===== config.mk =====
export PLATFORM = sky130hd
export DESIGN_NAME = cpu_step_ctrl
export DESIGN_NICKNAME = d
export VERILOG_FILES = /design/src/rtl/cpu_step_ctrl.sv
export SDC_FILE = /design/constraint.sdc
export NUM_CORES = 1
export LEC_CHECK = 0
export CAP_MARGIN = 10
export CELL_PAD_IN_SITES_DETAIL_PLACEMENT = 1
export CELL_PAD_IN_SITES_GLOBAL_PLACEMENT = 1
export CORE_MARGIN = 3
export CORE_UTILIZATION = 53
export CTS_CLUSTER_SIZE = 10
export DETAILED_ROUTE_END_ITERATION = 6
export DONT_BUFFER_PORTS = 1
export PLACE_DENSITY_LB_ADDON = 0.15
export SLEW_MARGIN = 20
export SYNTH_ARGS = -nofsm -noshare
export SYNTH_HDL_FRONTEND = slang
export SYNTH_SLANG_ARGS = --single-unit

===== constraint.sdc =====
create_clock -name clk -period 5.35 [get_ports clk]
set_clock_uncertainty 0.05 [all_clocks]
set_input_delay 1.07 -clock clk [delete_from_list [all_inputs] [get_ports clk]]
set_output_delay 1.07 -clock clk [all_outputs]
set_load 0.01 [all_outputs]

===== src/rtl/cpu_step_ctrl.sv =====
// Clock-enable sequencer for the CPU core: synchronizes and debounces the step
// button and run switch, then issues single-step or free-run cpu_ce pulses.
module cpu_step_ctrl #(
    parameter int DEBOUNCE_CYCLES = 5000,
    parameter int RUN_DIV         = 1000000
) (
    input  logic       clk,
    input  logic       reset,
    input  logic       button,
    input  logic       run_sw,
    input  logic       halt_req,
    output logic       cpu_ce,
    output logic [7:0] ticks,
    output logic [1:0] state,
    output logic       press
);

    localparam int DB_W  = (DEBOUNCE_CYCLES > 2) ? $clog2(DEBOUNCE_CYCLES) : 1;
    localparam int DIV_W = (RUN_DIV > 2) ? $clog2(RUN_DIV) : 1;

    localparam logic [DB_W-1:0]  DB_MAX   = DB_W'(DEBOUNCE_CYCLES - 1);
    localparam logic [DB_W-1:0]  DB_ONE   = DB_W'(1);
    localparam logic [DB_W-1:0]  DB_ZERO  = DB_W'(0);
    localparam logic [DIV_W-1:0] DIV_MAX  = DIV_W'(RUN_DIV - 1);
    localparam logic [DIV_W-1:0] DIV_ONE  = DIV_W'(1);
    localparam logic [DIV_W-1:0] DIV_ZERO = DIV_W'(0);

    typedef enum logic [1:0] {
        IDLE   = 2'b00,
        STEP   = 2'b01,
        RUN    = 2'b10,
        HALTED = 2'b11
    } state_t;

    logic             btn_meta_r;
    logic             btn_sync_r;
    logic             run_meta_r;
    logic             run_sync_r;
    logic [DB_W-1:0]  db_cnt_r;
    logic             db_lvl_r;
    logic             db_lvl_q_r;
    logic [DIV_W-1:0] div_cnt_r;
    logic [DIV_W-1:0] div_cnt_nxt_s;
    state_t           state_r;
    state_t           state_nxt_s;
    logic             ce_nxt_s;

    // Two-flop synchronizers for the asynchronous button and run switch
    always_ff @(posedge clk or posedge reset) begin
        if (reset) begin
            btn_meta_r <= 1'b0;
            btn_sync_r <= 1'b0;
            run_meta_r <= 1'b0;
            run_sync_r <= 1'b0;
        end else begin
            btn_meta_r <= button;
            btn_sync_r <= btn_meta_r;
            run_meta_r <= run_sw;
            run_sync_r <= run_meta_r;
        end
    end

    // Debounce: level flips only after DEBOUNCE_CYCLES consecutive differing samples
    always_ff @(posedge clk or posedge reset) begin
        if (reset) begin
            db_cnt_r <= DB_ZERO;
            db_lvl_r <= 1'b0;
        end else if (btn_sync_r == db_lvl_r) begin
            db_cnt_r <= DB_ZERO;
        end else if (db_cnt_r == DB_MAX) begin
            db_lvl_r <= btn_sync_r;
            db_cnt_r <= DB_ZERO;
        end else begin
            db_cnt_r <= db_cnt_r + DB_ONE;
        end
    end

    // Registered rising-edge detector on the debounced level
    always_ff @(posedge clk or posedge reset) begin
        if (reset) begin
            db_lvl_q_r <= 1'b0;
            press      <= 1'b0;
        end else begin
            db_lvl_q_r <= db_lvl_r;
            press      <= db_lvl_r & ~db_lvl_q_r;
        end
    end

    // Next-state, divider and enable logic; halt_req outranks every enable source
    always_comb begin
        state_nxt_s   = state_r;
        ce_nxt_s      = 1'b0;
        div_cnt_nxt_s = DIV_ZERO;
        case (state_r)
            IDLE: begin
                if (halt_req) begin
                    state_nxt_s = HALTED;
                end else if (run_sync_r) begin
                    state_nxt_s = RUN;
                end else if (press) begin
                    state_nxt_s = STEP;
                    ce_nxt_s    = 1'b1;
                end else begin
                    state_nxt_s = IDLE;
                end
            end
            STEP: begin
                if (halt_req) begin
                    state_nxt_s = HALTED;
                end else begin
                    state_nxt_s = IDLE;
                end
            end
            RUN: begin
                if (halt_req) begin
                    state_nxt_s = HALTED;
                end else if (!run_sync_r) begin
                    state_nxt_s = IDLE;
                end else if (div_cnt_r == DIV_MAX) begin
                    state_nxt_s   = RUN;
                    ce_nxt_s      = 1'b1;
                    div_cnt_nxt_s = DIV_ZERO;
                end else begin
                    state_nxt_s   = RUN;
                    div_cnt_nxt_s = div_cnt_r + DIV_ONE;
                end
            end
            HALTED: begin
                if (press && !halt_req) begin
                    state_nxt_s = IDLE;
                end else begin
                    state_nxt_s = HALTED;
                end
            end
            default: begin
                state_nxt_s = IDLE;
            end
        endcase
    end

    // State, divider, enable and step counter registers
    always_ff @(posedge clk or posedge reset) begin
        if (reset) begin
            state_r   <= IDLE;
            div_cnt_r <= DIV_ZERO;
            cpu_ce    <= 1'b0;
            ticks     <= 8'd0;
        end else begin
            state_r   <= state_nxt_s;
            div_cnt_r <= div_cnt_nxt_s;
            cpu_ce    <= ce_nxt_s;
            ticks     <= ticks + {7'd0, cpu_ce};
        end
    end

    assign state = state_r;

endmodule


==> impl_metrics.csv, run 1 <==
group,metric,value,unit
synthesis,synth_edf_count,0,
sta,setup_viol,0,
critical_path,cp-start-kind,"register",
synthesis,async_flop_share,100,%
synthesis,synth_warnings,0,
sta,relSlewSlack,43.7,%
place,gp_congestion,0.800,
global_routing,grt_pass1_vias,1740,
pwr,p_total,0.000654,W
critical_path,timing_worst_setup_path_type,"reg -> reg",
cells_and_area,seq_area,0.00128,mm^2
cells_and_area,nFillCells,441,
global_routing,grt_antenna_before_repair,0,
synthesis,synth_top_area_cell,"dfrtp_1",
sta,timing.final.max_slew_violations,0,
synthesis,postSynthCellCount,211,
floorplan,fp.dieH,71.7,um
sta,rsz0062_at_grt,"no",
place,place_inst,258,
sta,max_freq,378,MHz
cells_and_area,antennaDiodeCount,0,
cells_and_area,nets,224,
floorplan,fp.coreArea,0.00409,mm^2
critical_path,endpoint_kind,"register",
cells_and_area,multi_input_area,952,um^2
synthesis,yosysTopAreaCellShare,55.9,%
drt,antenna_left,0,
critical_path,regToRegSetupSlack,2.70,ns
drt,wire_per_inst,19.2,um
drt,vias,1580,
cts,clock_sinks,51,
global_routing,grt_pass1_wl,8.86,mm
cts,postCtsSetupBuffers,0,
place,hpwl,3.55,mm
global_routing,grt_overflow,0,
floorplan,io_pins,17,
drt,drt_iter0_drc,115,
sta,fin_setup_tns,0,ns
sta,hold_violations,0,
sta,period_needed,2.65,ns
cts,clock_latency,0.30,ns
cells_and_area,fin_cells,266,
cts,cts-buffers-inserted,5,
synthesis,synth_area,0.00228,mm^2
cells_and_area,stdcell_area,0.00243,mm^2
cts,path_clk_slew,0.09,ns
drt,post-route-drc-count,0,
synthesis,ys_ff_latch,51,
pwr,powerDensity,270,mW/mm^2
pwr,cellLeakagePower,1.02,nW
floorplan,dieArea,0.00513,mm^2
floorplan,fp-row-count,23,
cts,ctsResizeCount,0,
drt,viasPerCell,5.94,
floorplan,initial_core_util,55.9,%
critical_path,crit_arrival,2.74,ns
sta,tightest_slew,0.844,ns
sta,period_share,49.5,%
synthesis,synth_cell_type_count,30,
synthesis,synth.top_cells.by_area,"dfrtp_1, xnor2_1, nor2_1, xor2_1, nand3_1",
run_status,status,"completed",
cts,postCtsHoldBufs,0,
synthesis,synth_fp_nets,220,
critical_path,crit_fanout,20,
cells_and_area,utilization,59.4,%
cts,cts.htree.levels,2,
cts,clockRootBuffer,"clkbuf_8",
cells_and_area,drive_gt1_share,7.41,%
drt,first_pass_iters,4,
min_path,hp-class,"reg -> reg",
floorplan,die_width,71.7,um
place,port-buffer-count,0,
pwr,vdd_ir_drop_max,0.000185,V
synthesis,syn_area_per_cell,10.8,um^2
global_routing,track_usage,22.4,%
synthesis,ys_seq_area_share,55.9,%
drt,wirelength,5.10,mm
cells_and_area,area_growth,6.19,%
synthesis,ys.flop_type,"dfrtp_1",
global_routing,grt_max_degree,52,
flow_run,drv_cap,0,
cts,clockBufferDepth,2,
place,postPlaceCellArea,0.00232,mm^2
cts,cts_tree,"built",
critical_path,required,5.45,ns
==> layer usage <==
layer | GRT usage (%) | up-vias | part of all wire (%)
met1 | 30.3 | 805 | 43
met3 | 5.05 | 8 | 5.6
li1 | - | 728 | -
met2 | 36.3 | 39 | 50
met5 | 0 | - | 0
met4 | 6.26 | 0 | 1.6
==> report_power, final <==
group	internal, W	switching [W]
combinational	0.00000394	0.0000139
sequential	0.000390	0.00000657
clock	0.000118	0.000121
total	0.000513	0.000142
==> sequential cells by signal (all words and copies together) (netlist names) <==
register,count
div_cnt_r,20
db_cnt_r,13
ticks,8
state,2
btn_meta_r,1
btn_sync_r,1
cpu_ce,1
db_lvl_q_r,1
db_lvl_r,1
press,1
run_meta_r,1
run_sync_r,1
==> cells in the final DEF (no fill, tap or decap), types with 2 or more instances in the layout <==
| master | n |
|---|---|
| xnor2_1 | 26 |
| o31ai_1 | 3 |
| nor3_1 | 8 |
| or4_1 | 4 |
| nand3_1 | 12 |
| and3_1 | 5 |
| nor4_1 | 7 |
| or4_4 | 2 |
| inv_1 | 8 |
| dfrtp_1 | 51 |
| xor2_1 | 7 |
| nand4_1 | 6 |
| clkbuf_8 | 7 |
| nor2_1 | 36 |
| or4b_2 | 2 |
| a21oi_1 | 3 |
| nand2_1 | 11 |
| ha_1 | 4 |
==> synthesized netlist by cell type, drive strengths merged (5+ instances only) <==
library cell and n:
dfrtp 51, nor2 36, xnor2 26, nand3 13, nand2 11, inv 9
nand4 8, nor3 8, nor4 7, xor2 7, or4 6, and3 5
==> area by class of cell <==
cell class | instances | share of cell area (%)
clock buffer | 8 | 4.13
inverter | 9 | 1.44
multi-input combinational | 148 | 39.2
sequential | 51 | 52.6
tap | 50 | 2.58
==> final timing paths <==
check / start / endpoint / cells past startpoint
setup reg to reg: div_cnt_r[8] / div_cnt_r[5] / 4
hold / removal: btn_meta_r / btn_sync_r / 0
hold reg to reg: btn_meta_r / btn_sync_r / 0
max in group asynchronous: reset / press / 1
min in group asynchronous: reset / ticks[3] / 1
setup / recovery: div_cnt_r[8] / div_cnt_r[5] / 4
==> kinds of logic after synthesis <==
| kind of cell | share of synthesized area (%) |
|---|---|
| AOI/OAI and AO/OA | 3.07 |
| xor gates and xnor gates | 12.7 |
| adders and majority gates | 2.19 |
| buffers and inverters | 2.46 |
| DFF | 55.9 |
| muxes | 0.493 |
| and+or+nand+nor | 23.3 |
==> through the flow <==
| stage | worst slack (ns) | hold slack (ns) |
|---|---|---|
| 6_report | 2.70 | 0.313 |
| 5_1_grt | 2.55 | 0.328 |
| 4_1_cts | 2.70 | 0.319 |
| 3_5_place_dp | 2.83 | 0.293 |
| 3_3_place_gp | 3.00 | 0.289 |
| 2_1_floorplan | 3.00 | 0.281 |
==> critical path: stages, from the launching register on <==
cell,delay [ns]
dfrtp_1,0.46
or4b_2,0.68
nor4_1,0.49
a2111o_1,0.65
nor2_1,0.15
Power figures use the tool's default switching activity.
==> inputs of run 2 (changes only) <==
--- a/config.mk
+++ b/config.mk
@@ -9,7 +9,7 @@
 export CELL_PAD_IN_SITES_DETAIL_PLACEMENT = 1
 export CELL_PAD_IN_SITES_GLOBAL_PLACEMENT = 1
 export CORE_MARGIN = 3
-export CORE_UTILIZATION = 53
+export CORE_UTILIZATION = 49
 export CTS_CLUSTER_SIZE = 10
 export DETAILED_ROUTE_END_ITERATION = 6
 export DONT_BUFFER_PORTS = 1
==> constraint.sdc (replaced) <==
create_clock -name clk -period 2.65 [get_ports clk]
set_clock_uncertainty 0.05 [all_clocks]
set_input_delay 0.53 -clock clk [delete_from_list [all_inputs] [get_ports clk]]
set_output_delay 0.53 -clock clk [all_outputs]
set_load 0.01 [all_outputs]
==> run 2 against run 1 <==
  * Hold slack lost 0.25 ns
  * Cell count grew 1.9%
  * Design area grew 0.93%
  * Routed wire length shrank 13%
  * Sequential share of layout area shrank 0.48 points
  * Combinational power grew 120%
  * Critical endpoint is now div_cnt_r[4]
  * Largest power group unchanged
  * Highest routed layer unchanged
==> impl_metrics.csv, run 2 (synthesis results as in run 1) <==
group,metric,value,unit
place,place_inst,263,
drt,wirelength,4.45,mm
cts,postCtsSetupBuffers,0,
floorplan,dieArea,0.00552,mm^2
flow_run,drv_cap,0,
global_routing,grt_max_degree,25,
critical_path,cp-start-kind,"register",
critical_path,crit_fanout,20,
sta,relSlewSlack,67.7,%
drt,drt_iter0_drc,117,
cells_and_area,drive_gt1_share,9.13,%
cts,cts-buffers-inserted,5,
drt,viasPerCell,5.70,
global_routing,grtUsageMet2,29.2,%
global_routing,met1_usage,23.5,%
critical_path,crit_buf_inv,1,
global_routing,use_met3,5.54,%
cts,path_clk_slew,0.09,ns
cells_and_area,nFillCells,483,
drt,post-route-drc-count,0,
critical_path,crit_arrival,2.45,ns
pwr,vdd_ir_drop_max,0.000286,V
floorplan,io_pins,17,
place,port-buffer-count,0,
sta,period_share,87.3,%
sta,tightest_slew,0.483,ns
floorplan,initial_core_util,51.8,%
cells_and_area,largest_reg_flops,20,
critical_path,path_cells,"or4b_2, nor4_1, a2111o_1, buf_4, nor2_1",
pwr,powerDensity,535,mW/mm^2
cells_and_area,top_register,"div_cnt_r",
cells_and_area,fin_cells,271,
sta,hold_violations,0,
cts,clock_latency,0.31,ns
cells_and_area,antennaDiodeCount,0,
pwr,cellLeakagePower,1.03,nW
place,hpwl,3.31,mm
global_routing,grt_overflow,0,
cells_and_area,final_cell_mix,"dfrtp_1, nor2_1, xnor2_1",
cts,postCtsHoldBufs,0,
sta,setup_viol,0,
drt,antenna_left,0,
cts,ctsResizeCount,0,
place,gp_congestion,0.817,
critical_path,max_stage_delay,0.69,ns
critical_path,timing_worst_setup_path_type,"reg -> reg",
floorplan,fp-row-count,24,
critical_path,required,2.79,ns
pwr,p_total,0.00131,W
drt,first_pass_iters,5,
place,pre_cts_ws,0.356,ns
sta,max_freq,432,MHz
cts,cts_tree,"built",
cts,clock_sinks,51,
cts,cts.htree.levels,2,
cells_and_area,layout_commonest_cell,"dfrtp_1",
global_routing,grt_pass1_wl,7.60,mm
global_routing,grt_pass1_vias,1672,
floorplan,fp.dieH,74.3,um
floorplan,die_width,74.3,um
cells_and_area,nets,227,
sta,fin_setup_tns,0,ns
critical_path,endpoint_kind,"register",
sta,rsz0062_at_grt,"no",
floorplan,fp.coreArea,0.00441,mm^2
sta,timing.final.max_slew_violations,0,
cts,clockBufferDepth,2,
global_routing,top_usage_layer,"met2",
sta,period_needed,2.31,ns
cts,clockRootBuffer,"clkbuf_8",
global_routing,grt_antenna_before_repair,0,
cells_and_area,area_growth,7.17,%
sta,layout_setup_ws,0.335,ns
run_status,status,"completed",
global_routing,track_usage,18.0,%
min_path,hp-class,"in -> async",
critical_path,regToRegSetupSlack,0.34,ns
critical_path,crit_family,"simple AND/OR/NAND/NOR gates",
critical_path,critPathSlowestCell,"or4b_2",
drt,wire_per_inst,16.4,um
drt,vias,1544,
cells_and_area,reg_top3,"div_cnt_r (20), db_cnt_r (13), ticks (8)",
==> run 2: cell count changes in the layout (fill, tap and decap cells not counted), sizes merged <==
cell      change
buf           +3
clkbuf        -2
clkinvlp      +1
inv           +1
==> run 2: power breakdown <==
group	switching (W)	internal, W	leakage, nW
clock	0.000259	0.000213	0.0474
combinational	0.0000280	0.0000105	0.290
sequential	0.0000125	0.000788	0.689
==> run 2: final cells by class <==
type                            count  area, um^2  share of cell area, %
Sequential cell                    51        1280                   52.1
Multi-Input combinational cell    148         952                   38.9
Clock buffer                        6        82.6                   3.37
Tap cell                           52        65.1                   2.66
Inverter                            9        33.8                   1.38
Timing Repair Buffer                3        22.5                  0.920
Clock inverter                      2        16.3                  0.664
==> run 2: worst paths after layout <==
check	startpoint	end	depth (start not counted)
worst max-delay path	div_cnt_r[8]	div_cnt_r[4]	5
worst min-delay path	reset	ticks[5]	1
worst max register to register	div_cnt_r[8]	div_cnt_r[4]	5
worst min register to register	btn_meta_r	btn_sync_r	0
max in group asynchronous	reset	div_cnt_r[15]	2
min in group clk	button	btn_meta_r	0
==> run 2: worst reg2reg max path, delay by kind of cell (launching register included) <==
kind            cells  cell delay (ns)
simple gates        3             1.23
compound gates      1             0.21
flops               1             0.47
buf+inv             1             0.23
==> run 2: per-stage QoR <==
step,utilization (%),hold slack (ns),cell area (um^2)
floorplan,-,0.281,2280
global placement,53.2,0.287,2350
detailed placement,53.2,0.299,2350
CTS,55.5,0.0742,2450
global route,55.5,0.0872,2450
finish,55.5,0.0613,2450
==> run 2: layer usage <==
layer	vias up	part of all wire (%)
li1	737	-
met1	771	46
met2	32	48
met3	4	5.0
met4	0	0.90
met5	-	0
==> inputs of run 3 (changes only) <==
--- a/config.mk
+++ b/config.mk
@@ -8,6 +8,7 @@
 export CAP_MARGIN = 10
 export CELL_PAD_IN_SITES_DETAIL_PLACEMENT = 1
 export CELL_PAD_IN_SITES_GLOBAL_PLACEMENT = 1
+export CORE_ASPECT_RATIO = 1.25
 export CORE_MARGIN = 3
 export CORE_UTILIZATION = 49
 export CTS_CLUSTER_SIZE = 10
==> run 3 against run 2 <==
  * Register-to-register slack got worse by 0.03 ns
  * Die area about the same
  * Critical path depth unchanged
  * Design area increased by 1.5%
  * Cell count increased by 2.6%
  * Core utilization increased by 0.25 points
  * Combinational power increased by 5.5%
  * First-iteration DRC count decreased by 38%
  * Sequential share of layout area decreased by 0.76 points
  * Largest power group unchanged
  * Highest routed layer unchanged
==> impl_metrics.csv, run 3 (synthesis results as in run 1) <==
group,metric,value,unit
cts,postCtsHoldBufs,1,
cells_and_area,layout_commonest_cell,"dfrtp_1",
sta,tightest_slew,0.464,ns
drt,viasPerCell,5.65,
min_path,hp-class,"in -> reg",
cells_and_area,area_growth,8.76,%
global_routing,grt_overflow,0,
cts,clock_sinks,51,
min_path,hold_end,"btn_meta_r",
critical_path,crit_arrival,2.48,ns
global_routing,grtUsageMet2,33.7,%
global_routing,use_met3,4.19,%
critical_path,required,2.79,ns
sta,relSlewSlack,68.8,%
run_status,status,"completed",
cts,clock_latency,0.30,ns
critical_path,regToRegSetupSlack,0.31,ns
cts,path_clk_slew,0.09,ns
critical_path,rr_worst_depth,5,
pwr,powerDensity,559,mW/mm^2
cts,cts-buffers-inserted,5,
floorplan,dieArea,0.00552,mm^2
cells_and_area,antennaDiodeCount,0,
place,gp_congestion,0.780,
floorplan,initial_core_util,51.2,%
sta,period_needed,2.34,ns
cts,postCtsSetupBuffers,0,
drt,drt_iter0_drc,73,
flow_run,drv_cap,0,
global_routing,top_usage_layer,"met2",
sta,timing.final.max_slew_violations,0,
cells_and_area,nFillCells,494,
drt,post-route-drc-count,0,
critical_path,cp-start-kind,"register",
global_routing,grt_max_degree,24,
drt,first_pass_iters,4,
drt,wirelength,4.57,mm
pwr,p_total,0.00139,W
sta,period_share,88.3,%
drt,vias,1571,
global_routing,track_usage,18.6,%
critical_path,rr_endpoint,"div_cnt_r[12]",
cts,ctsResizeCount,0,
cells_and_area,drive_gt1_share,9.09,%
min_path,worst_hold_startpoint,"button",
critical_path,crit_fanout,20,
floorplan,io_pins,17,
cts,cts.htree.levels,2,
critical_path,endpoint_kind,"register",
floorplan,fp.coreArea,0.00446,mm^2
global_routing,met1_usage,20.1,%
sta,fin_setup_tns,0,ns
place,port-buffer-count,0,
cts,clockBufferDepth,2,
floorplan,fp.dieH,82.3,um
min_path,hold_depth,0,
place,hpwl,3.39,mm
sta,hold_violations,0,
global_routing,grt_pass1_vias,1690,
pwr,vdd_ir_drop_max,0.000357,V
drt,wire_per_inst,16.4,um
critical_path,timing_worst_setup_path_type,"reg -> reg",
cells_and_area,largest_reg_flops,20,
floorplan,die_width,67.1,um
sta,rsz0062_at_grt,"no",
drt,antenna_left,0,
global_routing,grt_antenna_before_repair,0,
sta,layout_setup_ws,0.310,ns
cts,clockRootBuffer,"clkbuf_8",
pwr,cellLeakagePower,1.04,nW
place,pre_cts_ws,0.299,ns
cells_and_area,reg_top3,"div_cnt_r (20), db_cnt_r (13), ticks (8)",
critical_path,r2r-start,"div_cnt_r[8]",
sta,whs,0.198,ns
cells_and_area,final_cell_mix,"dfrtp_1, nor2_1, xnor2_1",
global_routing,grt_pass1_wl,7.65,mm
place,postPlaceCellArea,0.00236,mm^2
cells_and_area,nets,228,
sta,max_freq,427,MHz
sta,setup_viol,0,
cells_and_area,stdcell_area,0.00248,mm^2
cells_and_area,top_register,"div_cnt_r",
cts,cts_tree,"built",
floorplan,fp-row-count,27,
## run 3: cell count changes in the layout (fill, tap and decap cells not counted), sizes merged
cell | before | now
bufinv | 0 | 1
dlygate4sd3 | 0 | 1
clkinvlp | 1 | 0
## run 3: area by class of cell
cell class | count | area [um^2] | share of cell area, %
flip-flops and latches | 51 | 1280 | 51.4
well taps | 58 | 72.6 | 2.92
multi-input cells | 148 | 952 | 38.3
inverters | 9 | 33.8 | 1.36
repair buffers | 4 | 32.5 | 1.31
clock buffers | 6 | 82.6 | 3.32
clock inverters | 2 | 35.0 | 1.41
## run 3: power breakdown
part / internal, W / switching [W]
Sequential: 0.000788 / 0.0000119
Clock: 0.000305 / 0.000242
Combinational: 0.0000114 / 0.0000292
Total: 0.00110 / 0.000283
## run 3: how the worst max path moves through the flow
stage | from | slack [ns] | to | cells past startpoint
floorplan | db_cnt_r[10] | 0.63 | db_cnt_r[10] | 5
global placement | div_cnt_r[8] | 0.32 | div_cnt_r[3] | 5
detailed placement | div_cnt_r[8] | 0.30 | div_cnt_r[13] | 5
CTS | div_cnt_r[8] | 0.28 | div_cnt_r[12] | 5
global route | div_cnt_r[8] | 0.16 | div_cnt_r[12] | 5
finish | div_cnt_r[8] | 0.31 | div_cnt_r[12] | 5
## run 3: worst max-delay path, cell delays in order (launching register included)
cell and delay [ns]:
dfrtp_1 0.46, or4b_2 0.69, nor4_1 0.48, a2111o_1 0.22
buf_4 0.24, nor2_1 0.10
## run 3: through the flow
step	util, %	std cells
6_report	55.7	278
5_1_grt	55.7	278
4_1_cts	55.7	278
3_5_place_dp	52.9	269
3_3_place_gp	52.9	269
2_1_floorplan	-	211
## run 3: per-layer routing
metal,part of all wire [%],vias up
li1,-,737
met1,39,805
met2,57,18
met3,2.2,11
met4,2.3,0
met5,0,-
